$ cat src/rtl/game_pkg.sv
// Shared game constants and the bullet engine state type.
package game_pkg;

    localparam int SCREEN_W            = 640;
    localparam int SCREEN_H            = 480;
    localparam int BULLET_STEP_DEFAULT = 4;

    typedef enum logic [1:0] {
        IDLE     = 2'd0,
        FLYING   = 2'd1,
        COOLDOWN = 2'd2
    } bullet_state_t;

endpackage

$ cat src/rtl/bullet_controller_if.sv
// Per-player bullet bus: shooter/opponent geometry in, bullet position and hit out.
interface bullet_controller_if;

    logic       fire;
    logic [9:0] ShooterX;
    logic [9:0] ShooterY;
    logic [9:0] OppX;
    logic [9:0] OppY;
    logic [9:0] Ball_size;
    logic [9:0] BulletX;
    logic [9:0] BulletY;
    logic       bullet_on;
    logic       hit;

    modport master (
        output fire, ShooterX, ShooterY, OppX, OppY, Ball_size,
        input  BulletX, BulletY, bullet_on, hit
    );

    modport slave (
        input  fire, ShooterX, ShooterY, OppX, OppY, Ball_size,
        output BulletX, BulletY, bullet_on, hit
    );

endinterface

$ cat src/rtl/frame_tick_gen.sv
// Brings the asynchronous frame clock into Clk and emits a one-cycle tick per rising edge.
module frame_tick_gen (
    input  logic Clk,
    input  logic Reset,
    input  logic frame_clk,
    output logic tick
);

    logic sync1_q, sync1_d;
    logic sync2_q, sync2_d;
    logic prev_q,  prev_d;

    always_comb begin
        sync1_d = frame_clk;
        sync2_d = sync1_q;
        prev_d  = sync2_q;
    end

    always_ff @(posedge Clk) begin
        if (Reset) begin
            sync1_q <= 1'b0;
            sync2_q <= 1'b0;
            prev_q  <= 1'b0;
        end else begin
            sync1_q <= sync1_d;
            sync2_q <= sync2_d;
            prev_q  <= prev_d;
        end
    end

    assign tick = sync2_q & ~prev_q;

endmodule

$ cat src/rtl/bullet_controller.sv
// Single-player projectile engine: launch on fire, advance once per frame tick,
// retire on screen exit or opponent hit, then hold off re-fire for a cooldown.
//
// state    | meaning
// IDLE     | no bullet; launch from shooter centre on a tick with fire held
// FLYING   | bullet visible, advances BULLET_STEP per tick
// COOLDOWN | bullet retired, counting ticks before re-arming
module bullet_controller #(
    parameter int FIRE_RIGHT      = 1,
    parameter int BULLET_STEP     = game_pkg::BULLET_STEP_DEFAULT,
    parameter int COOLDOWN_FRAMES = 30,
    parameter int X_MIN           = 0,
    parameter int X_MAX           = 639
) (
    input  logic                 Clk,
    input  logic                 Reset,
    input  logic                 frame_clk,
    bullet_controller_if.slave   bus
);

    import game_pkg::*;

    localparam logic signed [11:0] STEP_S  = 12'(BULLET_STEP);
    localparam logic signed [11:0] XMIN_S  = 12'(X_MIN);
    localparam logic signed [11:0] XMAX_S  = 12'(X_MAX);
    localparam logic        [7:0]  CD_LOAD = 8'(COOLDOWN_FRAMES);

    bullet_state_t state_q, state_d;
    logic [9:0]    bullet_x_q, bullet_x_d;
    logic [9:0]    bullet_y_q, bullet_y_d;
    logic          bullet_on_q, bullet_on_d;
    logic          hit_q, hit_d;
    logic [7:0]    cd_cnt_q, cd_cnt_d;

    logic tick;

    frame_tick_gen u_tick (
        .Clk       (Clk),
        .Reset     (Reset),
        .frame_clk (frame_clk),
        .tick      (tick)
    );

    // Widened signed geometry so box bounds can go negative or past 1023 without wrapping.
    logic signed [11:0] cur_x, cur_y, nx, opp_x, opp_y, half;
    logic               off_screen, in_box;

    always_comb begin
        cur_x = $signed({2'b00, bullet_x_q});
        cur_y = $signed({2'b00, bullet_y_q});
        opp_x = $signed({2'b00, bus.OppX});
        opp_y = $signed({2'b00, bus.OppY});
        half  = $signed({2'b00, bus.Ball_size});
        nx    = (FIRE_RIGHT != 0) ? (cur_x + STEP_S) : (cur_x - STEP_S);
        off_screen = (nx > XMAX_S) || (nx < XMIN_S);
        in_box     = (nx >= (opp_x - half)) && (nx <= (opp_x + half)) &&
                     (cur_y >= (opp_y - half)) && (cur_y <= (opp_y + half));
    end

    always_comb begin
        state_d     = state_q;
        bullet_x_d  = bullet_x_q;
        bullet_y_d  = bullet_y_q;
        bullet_on_d = bullet_on_q;
        hit_d       = 1'b0;
        cd_cnt_d    = cd_cnt_q;

        case (state_q)
            IDLE: begin
                bullet_on_d = 1'b0;
                if (tick && bus.fire) begin
                    bullet_x_d  = bus.ShooterX;
                    bullet_y_d  = bus.ShooterY;
                    bullet_on_d = 1'b1;
                    state_d     = FLYING;
                end
            end
            FLYING: begin
                if (tick) begin
                    if (off_screen) begin
                        bullet_on_d = 1'b0;
                        cd_cnt_d    = CD_LOAD;
                        state_d     = COOLDOWN;
                    end else if (in_box) begin
                        bullet_x_d  = nx[9:0];
                        hit_d       = 1'b1;
                        bullet_on_d = 1'b0;
                        cd_cnt_d    = CD_LOAD;
                        state_d     = COOLDOWN;
                    end else begin
                        bullet_x_d  = nx[9:0];
                    end
                end
            end
            COOLDOWN: begin
                bullet_on_d = 1'b0;
                if (tick) begin
                    if (cd_cnt_q <= 8'd1) begin
                        cd_cnt_d = 8'd0;
                        state_d  = IDLE;
                    end else begin
                        cd_cnt_d = cd_cnt_q - 8'd1;
                    end
                end
            end
            default: begin
                bullet_on_d = 1'b0;
                state_d     = IDLE;
            end
        endcase
    end

    always_ff @(posedge Clk) begin
        if (Reset) begin
            state_q     <= IDLE;
            bullet_x_q  <= 10'd0;
            bullet_y_q  <= 10'd0;
            bullet_on_q <= 1'b0;
            hit_q       <= 1'b0;
            cd_cnt_q    <= 8'd0;
        end else begin
            state_q     <= state_d;
            bullet_x_q  <= bullet_x_d;
            bullet_y_q  <= bullet_y_d;
            bullet_on_q <= bullet_on_d;
            hit_q       <= hit_d;
            cd_cnt_q    <= cd_cnt_d;
        end
    end

    assign bus.BulletX   = bullet_x_q;
    assign bus.BulletY   = bullet_y_q;
    assign bus.bullet_on = bullet_on_q;
    assign bus.hit       = hit_q;

endmodule

$ cat src/flat_wrapper.sv
// flat-port wrapper written by rule: the top's interface ports become plain ports
module bullet_controller_flat import game_pkg::*;
#(
    parameter int FIRE_RIGHT      = 1,
    parameter int BULLET_STEP     = game_pkg::BULLET_STEP_DEFAULT,
    parameter int COOLDOWN_FRAMES = 30,
    parameter int X_MIN           = 0,
    parameter int X_MAX           = 639
)
  (Clk, Reset, frame_clk, bus_fire, bus_ShooterX, bus_ShooterY, bus_OppX, bus_OppY, bus_Ball_size, bus_BulletX, bus_BulletY, bus_bullet_on, bus_hit);
  bullet_controller_if bus_i ();
  input  logic Clk;
  input  logic Reset;
  input  logic frame_clk;
  input wire logic [$bits(bus_i.fire)-1:0] bus_fire;
  input wire logic [$bits(bus_i.ShooterX)-1:0] bus_ShooterX;
  input wire logic [$bits(bus_i.ShooterY)-1:0] bus_ShooterY;
  input wire logic [$bits(bus_i.OppX)-1:0] bus_OppX;
  input wire logic [$bits(bus_i.OppY)-1:0] bus_OppY;
  input wire logic [$bits(bus_i.Ball_size)-1:0] bus_Ball_size;
  output wire logic [$bits(bus_i.BulletX)-1:0] bus_BulletX;
  output wire logic [$bits(bus_i.BulletY)-1:0] bus_BulletY;
  output wire logic [$bits(bus_i.bullet_on)-1:0] bus_bullet_on;
  output wire logic [$bits(bus_i.hit)-1:0] bus_hit;
  assign bus_i.fire = bus_fire;
  assign bus_i.ShooterX = bus_ShooterX;
  assign bus_i.ShooterY = bus_ShooterY;
  assign bus_i.OppX = bus_OppX;
  assign bus_i.OppY = bus_OppY;
  assign bus_i.Ball_size = bus_Ball_size;
  assign bus_BulletX = bus_i.BulletX;
  assign bus_BulletY = bus_i.BulletY;
  assign bus_bullet_on = bus_i.bullet_on;
  assign bus_hit = bus_i.hit;
  bullet_controller #(.FIRE_RIGHT(FIRE_RIGHT), .BULLET_STEP(BULLET_STEP), .COOLDOWN_FRAMES(COOLDOWN_FRAMES), .X_MIN(X_MIN), .X_MAX(X_MAX)) u_core (.Clk(Clk), .Reset(Reset), .frame_clk(frame_clk), .bus(bus_i));
endmodule
$ cat config.mk
export PLATFORM = sky130hd
export DESIGN_NAME = bullet_controller_flat
export DESIGN_NICKNAME = d
export VERILOG_FILES = /design/src/rtl/game_pkg.sv /design/src/rtl/bullet_controller_if.sv /design/src/rtl/frame_tick_gen.sv /design/src/rtl/bullet_controller.sv /design/src/flat_wrapper.sv
export SDC_FILE = /design/constraint.sdc
export NUM_CORES = 1
export LEC_CHECK = 0
export ABC_AREA = 1
export BUFFER_PORTS_ARGS = -buffer_cell sky130_fd_sc_hd__buf_2
export CAP_MARGIN = 30
export CORE_UTILIZATION = 45
export DETAILED_ROUTE_END_ITERATION = 8
export PLACE_DENSITY = 0.76
export SYNTH_ARGS = -nofsm -noshare
export SYNTH_HDL_FRONTEND = slang
export SYNTH_SLANG_ARGS = --single-unit
$ cat constraint.sdc
create_clock -name Clk -period 3.8 [get_ports Clk]
set_input_delay 0.38 -clock Clk [delete_from_list [all_inputs] [get_ports Clk]]
set_output_delay 0.38 -clock Clk [all_outputs]
set_load 0.01 [all_outputs]
==> results.json, run 1 <==
{
  "hold_viol_final": 0,
  "ctsLongestPathBuffers": 2,
  "wl_per_cell_microns": 12.29,
  "area_delta_synth_final_pct": 12.04,
  "syn_avg_cell_area_sq_um": 6.683,
  "worstPathArrival_ps": 3570,
  "grt_usage_pct": 20.95,
  "final_antenna_net_count": 0,
  "cts_tree": "yes",
  "max_slew_margin_pct": 42.72,
  "slew_viol_final": 0,
  "period_minus_slack_ps": 3388,
  "async_flop_share_pct": 0,
  "hold-path-cell-count": 3,
  "seq_area_frac_synth_pct": 14.73,
  "ys_warn_count": 0,
  "outcome": "finished, final reports clean",
  "place_ws_ps": 120.3,
  "hold_path_class": "input pin to flip-flop",
  "ys.flop_type": "dfxtp_1",
  "die-area_sq_um": 10990,
  "reg2reg_depth": 16,
  "fin_ws_ps": 412.3,
  "start_kind": "input pin",
  "drtIter0Drc": 194,
  "vdd_ir_drop_max_uv": 284.3,
  "ctsResizeCount": 0,
  "endpoint_kind": "flip-flop",
  "post_cts_buffers": 0,
  "drive_gt1_share_pct": 14.87,
  "worst_pin_slew_ps": 858.2,
  "netlist_instances": 712,
  "vias": 4582,
  "grt_max_degree": 32,
  "fmax_mhz": 295.2,
  "synth.ff_latch_count": 35,
  "holdWs_ps": 296.8,
  "route.detailed.drc": 0,
  "fin_nets": 926,
  "numCtsBuffers": 5,
  "setup_viol": 0,
  "clk_pin_slew_ps": 70,
  "global_route.overflow_total": 0,
  "multi_input_area_sq_um": 3543,
  "rows": 37,
  "rsz0062_at_grt": "no",
  "cp.required_ps": 3990,
  "fill_cells": 1069,
  "antenna_found_initial": 0,
  "min_period_over_period_pct": 89.15,
  "cts_sinks": 35,
  "maxCapViolCount": 0,
  "die_w_microns": 104.8,
  "via_per_inst": 5.002,
  "worstPathMaxFanout": 21,
  "grt_pass1_vias": 4232,
  "fp.coreArea_sq_um": 10280,
  "syn_nets": 858,
  "grt_pass1_wl_microns": 18970,
  "start_util_pct": 46.30,
  "finalWeightedCongestion": 0.9531,
  "numPortBuffers": 75,
  "dr.pass1.iters": 5,
  "synthDistinctLibCells": 47,
  "synth_top_area_share_pct": 23.14,
  "path_common_cell": "nand2_1",
  "skew_ps": 5.117,
  "root_buffer": "clkbuf_8",
  "yosysTopAreaCell": "ha_1",
  "setup-tns-final_ps": 0,
  "clkLatencyLatePin_ps": 290,
  "criticalPathCategory": "input pin to flip-flop",
  "final_core_util_pct": 51.87,
  "cp_slowest_cell": "ha_1",
  "dpl.hpwl_microns": 9390,
  "synthesis.area_sq_um": 4758,
  "cts_hold_buf": 0,
  "synth_edf_count": 0,
  "crit_path_max_incr_delay_ps": 400,
  "total_power_mw": 2.022,
  "power_density_nw_per_um2": 379.2,
  "p_leak_nw": 2.949,
  "boundaryPins": 76,
  "wl_microns": 11260,
  "seq_area_sq_um": 700.7,
  "diodes": 0,
  "die_h_microns": 104.8,
  "synth_common_cells": "138 x nand2_1, 99 x inv_1, 88 x ha_1",
  "post-synth-top-count-cell": "nand2_1",
  "synthTopCellsByArea": "ha_1 23%, dfxtp_1 15%, nand2_1 11%, inv_1 7.8%, nor2_1 6.8%",
  "htree_num_levels": 2
}
[cells by family after synthesis]
kind of cell / Yosys count / share of synthesized area [%]
and+or+nand+nor: 294 / 26.90
buffers and inverters: 126 / 10.81
AOI/OAI and AO/OA: 124 / 15.01
adders and majority gates: 92 / 24.82
xor gates and xnor gates: 40 / 7.521
DFF: 35 / 14.73
muxes: 1 / 0.2104
[placed cells by master, fill, tap and decap left out, types with 2 or more instances in the layout]
master and instances:
a21o_1 4, a21oi_1 60, a221oi_1 2, a31oi_1 8
buf_2 75, buf_4 9, clkbuf_8 6, dfxtp_1 35
fa_1 4, ha_1 88, inv_1 99, inv_2 3
nand2_1 138, nand2_2 3, nand3_1 29, nand3_2 5
nand3b_1 2, nand4_1 8, nor2_1 86, nor2_2 2
nor2_4 2, nor3_1 10, nor4_1 3, o2111ai_1 3
o21a_1 5, o21ai_0 26, o21bai_1 3, o31ai_1 6
xnor2_1 7, xor2_1 32
[where the power goes]
group | internal (mW) | leakage (nW) | total (mW) | switching [mW]
Combinational | 0.491 | 2.62 | 1.24 | 0.746
Clock | 0.142 | 0.0470 | 0.281 | 0.138
Sequential | 0.431 | 0.286 | 0.504 | 0.0734
[stage by stage]
| stage | cells | instance area (sq um) |
|---|---|---|
| after global routing | 916 | 5331 |
| after detailed placement | 909 | 5244 |
| final | 916 | 5331 |
| after floorplan | 712 | 4758 |
| after CTS | 916 | 5331 |
| after global placement | 908 | 5236 |
[critical path: cells and delay by family]
kind                       cells  cell delay (ps)
and+or+nand+nor               14             1110
AOI/OAI and AO/OA              5              860
adders and majority gates      2              670
buffers and inverters          3              340
xor gates and xnor gates       1              200
[registers in the layout (all words and copies together) (netlist names)]
| signal | flops |
|---|---|
| u_core.bus.bullet_on | 1 |
| u_core.u_tick.prev_d | 1 |
| u_core.bus.BulletY | 10 |
| u_core.cd_cnt_q | 8 |
| u_core.state_q | 2 |
| u_core.u_tick.prev_q | 1 |
| u_core.bus.hit | 1 |
| u_core.u_tick.sync1_q | 1 |
| u_core.bus.BulletX | 10 |
[metal layers]
metal | up-vias | track usage (%) | wire length [microns] | share of wire (%)
met3 | 15 | 2.682 | 668 | 5.9
met5 | - | 0 | 0 | 0
met1 | 1974 | 28.62 | 5505 | 49
met2 | 138 | 34.39 | 4870 | 43
li1 | 2455 | - | - | -
met4 | 0 | 6.036 | 214 | 1.9
[final timing paths]
path                                            start                     to  slack [ps]
worst min register to register  u_core.u_tick.sync1_q   u_core.u_tick.prev_d         420
worst max-delay path                 bus_Ball_size[2]     u_core.cd_cnt_q[3]         410
worst max register to register  u_core.bus.BulletX[2]     u_core.cd_cnt_q[3]         990
worst min-delay path                        frame_clk  u_core.u_tick.sync1_q         300
[final cells by class]
class | instances | area share (%)
Multi-Input combinational cell | 551 | 66.46
Sequential cell | 35 | 13.14
Timing Repair Buffer | 84 | 8.308
Inverter | 103 | 7.252
Tap cell | 136 | 3.192
Clock buffer | 6 | 1.549
Clock inverter | 1 | 0.09387
Note: power is estimated with default switching activity, not from simulation.
==> inputs of run 2 (changes only) <==
RECOVER_POWER = 50   (was default)
==> results.json, run 2 (same netlist as run 1, synthesis figures left out) <==
{
  "start_util_pct": 46.30,
  "fin_cells": 916,
  "p_sw_share_pct": 47.68,
  "outcome": "finished, final reports clean",
  "drive_gt1_share_pct": 11.79,
  "power.share.clock_pct": 14.0,
  "seq_area_sq_um": 700.7,
  "cts_tree": "yes",
  "global_route.overflow_total": 0,
  "grt_usage_pct": 20.95,
  "reg2reg_slack_ps": 980,
  "die-area_sq_um": 10990,
  "slew_viol_final": 0,
  "diodes": 0,
  "numCtsBuffers": 5,
  "grt_pass1_vias": 4232,
  "p_sw_mw": 0.9614,
  "final_antenna_net_count": 0,
  "cts_hold_buf": 0,
  "hold_viol_final": 0,
  "boundaryPins": 76,
  "wl_microns": 11310,
  "wl_per_cell_microns": 12.35,
  "ctsResizeCount": 0,
  "clkLatencyLatePin_ps": 290,
  "fp.coreArea_sq_um": 10280,
  "final_core_util_pct": 51.55,
  "skew_ps": 5.120,
  "die_w_microns": 104.8,
  "root_buffer": "clkbuf_8",
  "reg2reg_depth": 16,
  "rows": 37,
  "final_cell_mix": "138 x nand2_1, 99 x inv_1, 88 x ha_1, 86 x nor2_1, 60 x a21oi_1",
  "total_power_mw": 2.016,
  "use_met1_pct": 28.62,
  "fill_cells": 1086,
  "vdd_ir_drop_max_uv": 285.8,
  "clk_pin_slew_ps": 70,
  "setup-tns-final_ps": 0,
  "maxCapViolCount": 0,
  "antenna_found_initial": 0,
  "fin_nets": 926,
  "cp.required_ps": 3990,
  "hold_path_class": "input pin to flip-flop",
  "fmax_mhz": 295.0,
  "rsz0062_at_grt": "no",
  "vias": 4599,
  "grtUsageMet2_pct": 34.39,
  "r2r_start": "u_core.bus.BulletX[2]",
  "finalWeightedCongestion": 0.9531,
  "hold-path-cell-count": 3,
  "setup_viol": 0,
  "power_density_nw_per_um2": 380.6,
  "via_per_inst": 5.021,
  "p_comb_share_pct": 60.9,
  "dpl.cell_count": 909,
  "drtIter0Drc": 187,
  "grt_max_degree": 32,
  "dpl.hpwl_microns": 9390,
  "min_period_over_period_pct": 89.22,
  "p_leak_nw": 2.852,
  "period_minus_slack_ps": 3390,
  "layout_commonest_cell": "nand2_1",
  "holdPathEnd": "u_core.u_tick.sync1_q",
  "top_usage_layer": "met2",
  "max_slew_margin_pct": 32.84,
  "worstPathMaxFanout": 21,
  "die_h_microns": 104.8,
  "grt_pass1_wl_microns": 18970,
  "htree_num_levels": 2,
  "route.detailed.drc": 0,
  "post_cts_buffers": 0,
  "endpoint_kind": "flip-flop",
  "p_int_mw": 1.055,
  "ctsLongestPathBuffers": 2,
  "worst_pin_slew_ps": 999.7,
  "cts_sinks": 35,
  "criticalPathCategory": "input pin to flip-flop",
  "worstReg2RegEnd": "u_core.cd_cnt_q[3]",
  "holdWs_ps": 296.4,
  "numPortBuffers": 75,
  "dr.pass1.iters": 5,
  "grt_util_met3_pct": 2.682,
  "multi_input_area_sq_um": 3538,
  "start_kind": "input pin",
  "power.share.sequential_pct": 25.1,
  "worstPathArrival_ps": 3580,
  "area_delta_synth_final_pct": 11.33,
  "hold_start": "frame_clk"
}
==> run 2: cell count changes in the layout (fill, tap and decap cells not counted) <==
cell / delta
buf_2: -23
clkbuf_1: +23
nor3_1: +1
nor3_2: -1
==> run 2: routing by layer <==
layer | up-vias | part of all wire (%)
met1 | 1989 | 49
met5 | - | 0
met2 | 132 | 43
met3 | 17 | 5.5
met4 | 0 | 1.9
li1 | 2461 | -
==> run 2: metrics by stage <==
stage / instance area, sq um / setup WS, ps
after global placement: 5236 / 231.7
final: 5298 / 409.8
after CTS: 5331 / 427.2
after detailed placement: 5244 / 120.3
after global routing: 5298 / 51.44
after floorplan: 4758 / 603.9
==> run 2: power by group through the flow <==
stage	registers, mW	clock network [mW]	logic (mW)
after global routing	0.514	0.303	1.42
after detailed placement	0.511	0	1.23
final	0.506	0.283	1.23
after global placement	0.510	0	1.21
after floorplan	0.512	0	0.953
after CTS	0.503	0.286	1.24
==> run 2: cell type report <==
type,instances,area share (%)
clock buffer,6,1.559
clock inverter,1,0.09447
inverter,103,7.298
multi-input combinational,551,66.79
sequential,35,13.23
tap,136,3.212
timing repair buffer,84,7.818
==> run 2: how the worst max path moves through the flow <==
stage	startpoint	endpoint	slack, ps	cells past startpoint
4_1_cts	bus_Ball_size[2]	u_core.cd_cnt_q[3]	430	25
6_report	bus_Ball_size[2]	u_core.cd_cnt_q[3]	410	25
3_3_place_gp	bus_Ball_size[2]	u_core.cd_cnt_q[3]	230	25
3_5_place_dp	bus_Ball_size[2]	u_core.cd_cnt_q[3]	120	25
2_1_floorplan	bus_Ball_size[3]	u_core.cd_cnt_q[0]	600	25
5_1_grt	bus_Ball_size[2]	u_core.cd_cnt_q[5]	50	25
==> run 2: worst max-delay path, cell delays in order <==
cell	delay (ps)
buf_2	110
inv_1	60
ha_1	400
inv_1	170
nand2_1	70
nand2_1	80
a21oi_1	70
o31ai_1	320
a21oi_1	100
o21ai_0	190
xor2_1	200
ha_1	270
a21o_1	180
nor2_1	90
nand2_1	60
nand2_1	50
nand2_1	50
nand2_1	50
nand2_1	40
nand2_1	60
nand2_2	80
nand2_4	200
nand3_1	120
nand2_1	110
nor2_2	40
==> inputs of run 3 (changes only) <==
CELL_PAD_IN_SITES_DETAIL_PLACEMENT = 0   (was default)
CELL_PAD_IN_SITES_GLOBAL_PLACEMENT = 1   (was default)
CORE_UTILIZATION = 41   (was 45)
PLACE_DENSITY = 0.91   (was 0.76)
==> results.json, run 3 (same netlist as run 1, synthesis figures left out) <==
{
  "outcome": "finished, final reports clean",
  "setup-tns-final_ps": 0,
  "antenna_found_initial": 0,
  "worstPathMaxFanout": 21,
  "grt_max_degree": 32,
  "skew_ps": 6.920,
  "place_area_sq_um": 5226,
  "diodes": 0,
  "finalWeightedCongestion": 0.9433,
  "wl_per_cell_microns": 13.42,
  "cts_tree": "yes",
  "met2_wirelength_microns": 5782,
  "slew_viol_final": 0,
  "die_h_microns": 109.7,
  "layout_commonest_cell": "nand2_1",
  "ctsResizeCount": 0,
  "dpl.cell_count": 910,
  "criticalPathCategory": "input pin to flip-flop",
  "final_cell_mix": "138 x nand2_1, 98 x inv_1, 88 x ha_1, 86 x nor2_1, 60 x a21oi_1",
  "rsz0062_at_grt": "no",
  "grt_usage_pct": 21.39,
  "start_util_pct": 42.95,
  "worst_pin_slew_ps": 981.7,
  "grt_pass1_vias": 4573,
  "global_route.overflow_total": 0,
  "wl_met1_microns": 5985,
  "root_buffer": "clkbuf_16",
  "fin_cells": 918,
  "htree_num_levels": 2,
  "grt_pass1_wl_microns": 20610,
  "numPortBuffers": 75,
  "vdd_ir_drop_max_uv": 290.3,
  "route.detailed.drc": 0,
  "drive_gt1_share_pct": 11.95,
  "endpoint_kind": "flip-flop",
  "start_kind": "input pin",
  "clk_pin_slew_ps": 60,
  "min_period_over_period_pct": 91.47,
  "fin_area_sq_um": 5351,
  "met3_wirelength_microns": 459,
  "rows": 38,
  "clkLatencyLatePin_ps": 280,
  "via_per_inst": 5.181,
  "p_leak_nw": 2.857,
  "cts_hold_buf": 0,
  "numCtsBuffers": 5,
  "worstPathArrival_ps": 3650,
  "fin_nets": 923,
  "power_density_nw_per_um2": 406.1,
  "wl_microns": 12320,
  "fp.coreArea_sq_um": 11080,
  "vias": 4756,
  "final_antenna_net_count": 0,
  "hold_viol_final": 0,
  "max_slew_margin_pct": 34.05,
  "dr.pass1.iters": 5,
  "maxCapViolCount": 0,
  "reg2reg_slack_ps": 980,
  "highest_layer": "met4",
  "fmax_mhz": 287.7,
  "setup_viol": 0,
  "die-area_sq_um": 12040,
  "area_delta_synth_final_pct": 12.46,
  "ctsLongestPathBuffers": 2,
  "die_w_microns": 109.7,
  "boundaryPins": 76,
  "cts_sinks": 35,
  "drtIter0Drc": 207,
  "dpl.hpwl_microns": 10200,
  "period_minus_slack_ps": 3476,
  "post_cts_buffers": 0,
  "hold_path_class": "input pin to flip-flop",
  "cp.required_ps": 3980
}
## run 3: critical path, stage by stage
cell,delay (ps)
buf_2,120
inv_1,80
ha_1,510
inv_1,150
nor3_1,290
a21o_1,200
nand2_1,60
a21oi_1,240
xor2_1,120
ha_1,310
nand2_1,80
o21a_1,190
nand2_1,70
nand2_1,50
nand2_1,80
nand2_1,50
nor2_1,120
nand2_2,90
nand2_4,220
nand3_1,100
nand2_1,110
nor2_2,40
## run 3: path summary, 6_finish.rpt
| path | start | end | cells past startpoint |
|---|---|---|---|
| max | bus_Ball_size[2] | u_core.cd_cnt_q[0] | 22 |
| min | bus_ShooterY[5] | u_core.bus.BulletY[5] | 3 |
| max reg2reg | u_core.bus.BulletX[2] | u_core.cd_cnt_q[0] | 17 |
| min reg2reg | u_core.u_tick.sync1_q | u_core.u_tick.prev_d | 2 |
## run 3: area by class of cell
cell class | instances | area [sq um]
repair buffers | 81 | 392.9
inverters | 103 | 390.4
multi-input cells | 551 | 3543
clock buffers | 5 | 125.1
well taps | 140 | 175.2
fillers | 1191 | 5727
flip-flops and latches | 35 | 700.7
clock inverters | 3 | 23.77
## run 3: metal layers
metal	track usage, %	vias up
li1	-	2443
met1	28.36	2184
met2	37.96	119
met3	1.600	10
met4	4.000	0
met5	0	-
## run 3: report_power, final
| group | internal, mW | total (mW) | switching [mW] |
|---|---|---|---|
| clock network | 0.245 | 0.407 | 0.162 |
| registers | 0.432 | 0.507 | 0.0759 |
| logic | 0.482 | 1.26 | 0.777 |
## run 3: through the flow
stage          utilization, %  setup slack, ps  hold WS [ps]  power [mW]
2_1_floorplan               -            603.9         388.3       1.464
3_3_place_gp            47.11            174.7         394.8       1.715
3_5_place_dp            47.18            82.17         401.3       1.764
4_1_cts                 48.52            379.1         317.1       2.179
5_1_grt                 48.31            40.98         342.5       2.383
6_report                48.31            324.0         317.4       2.173
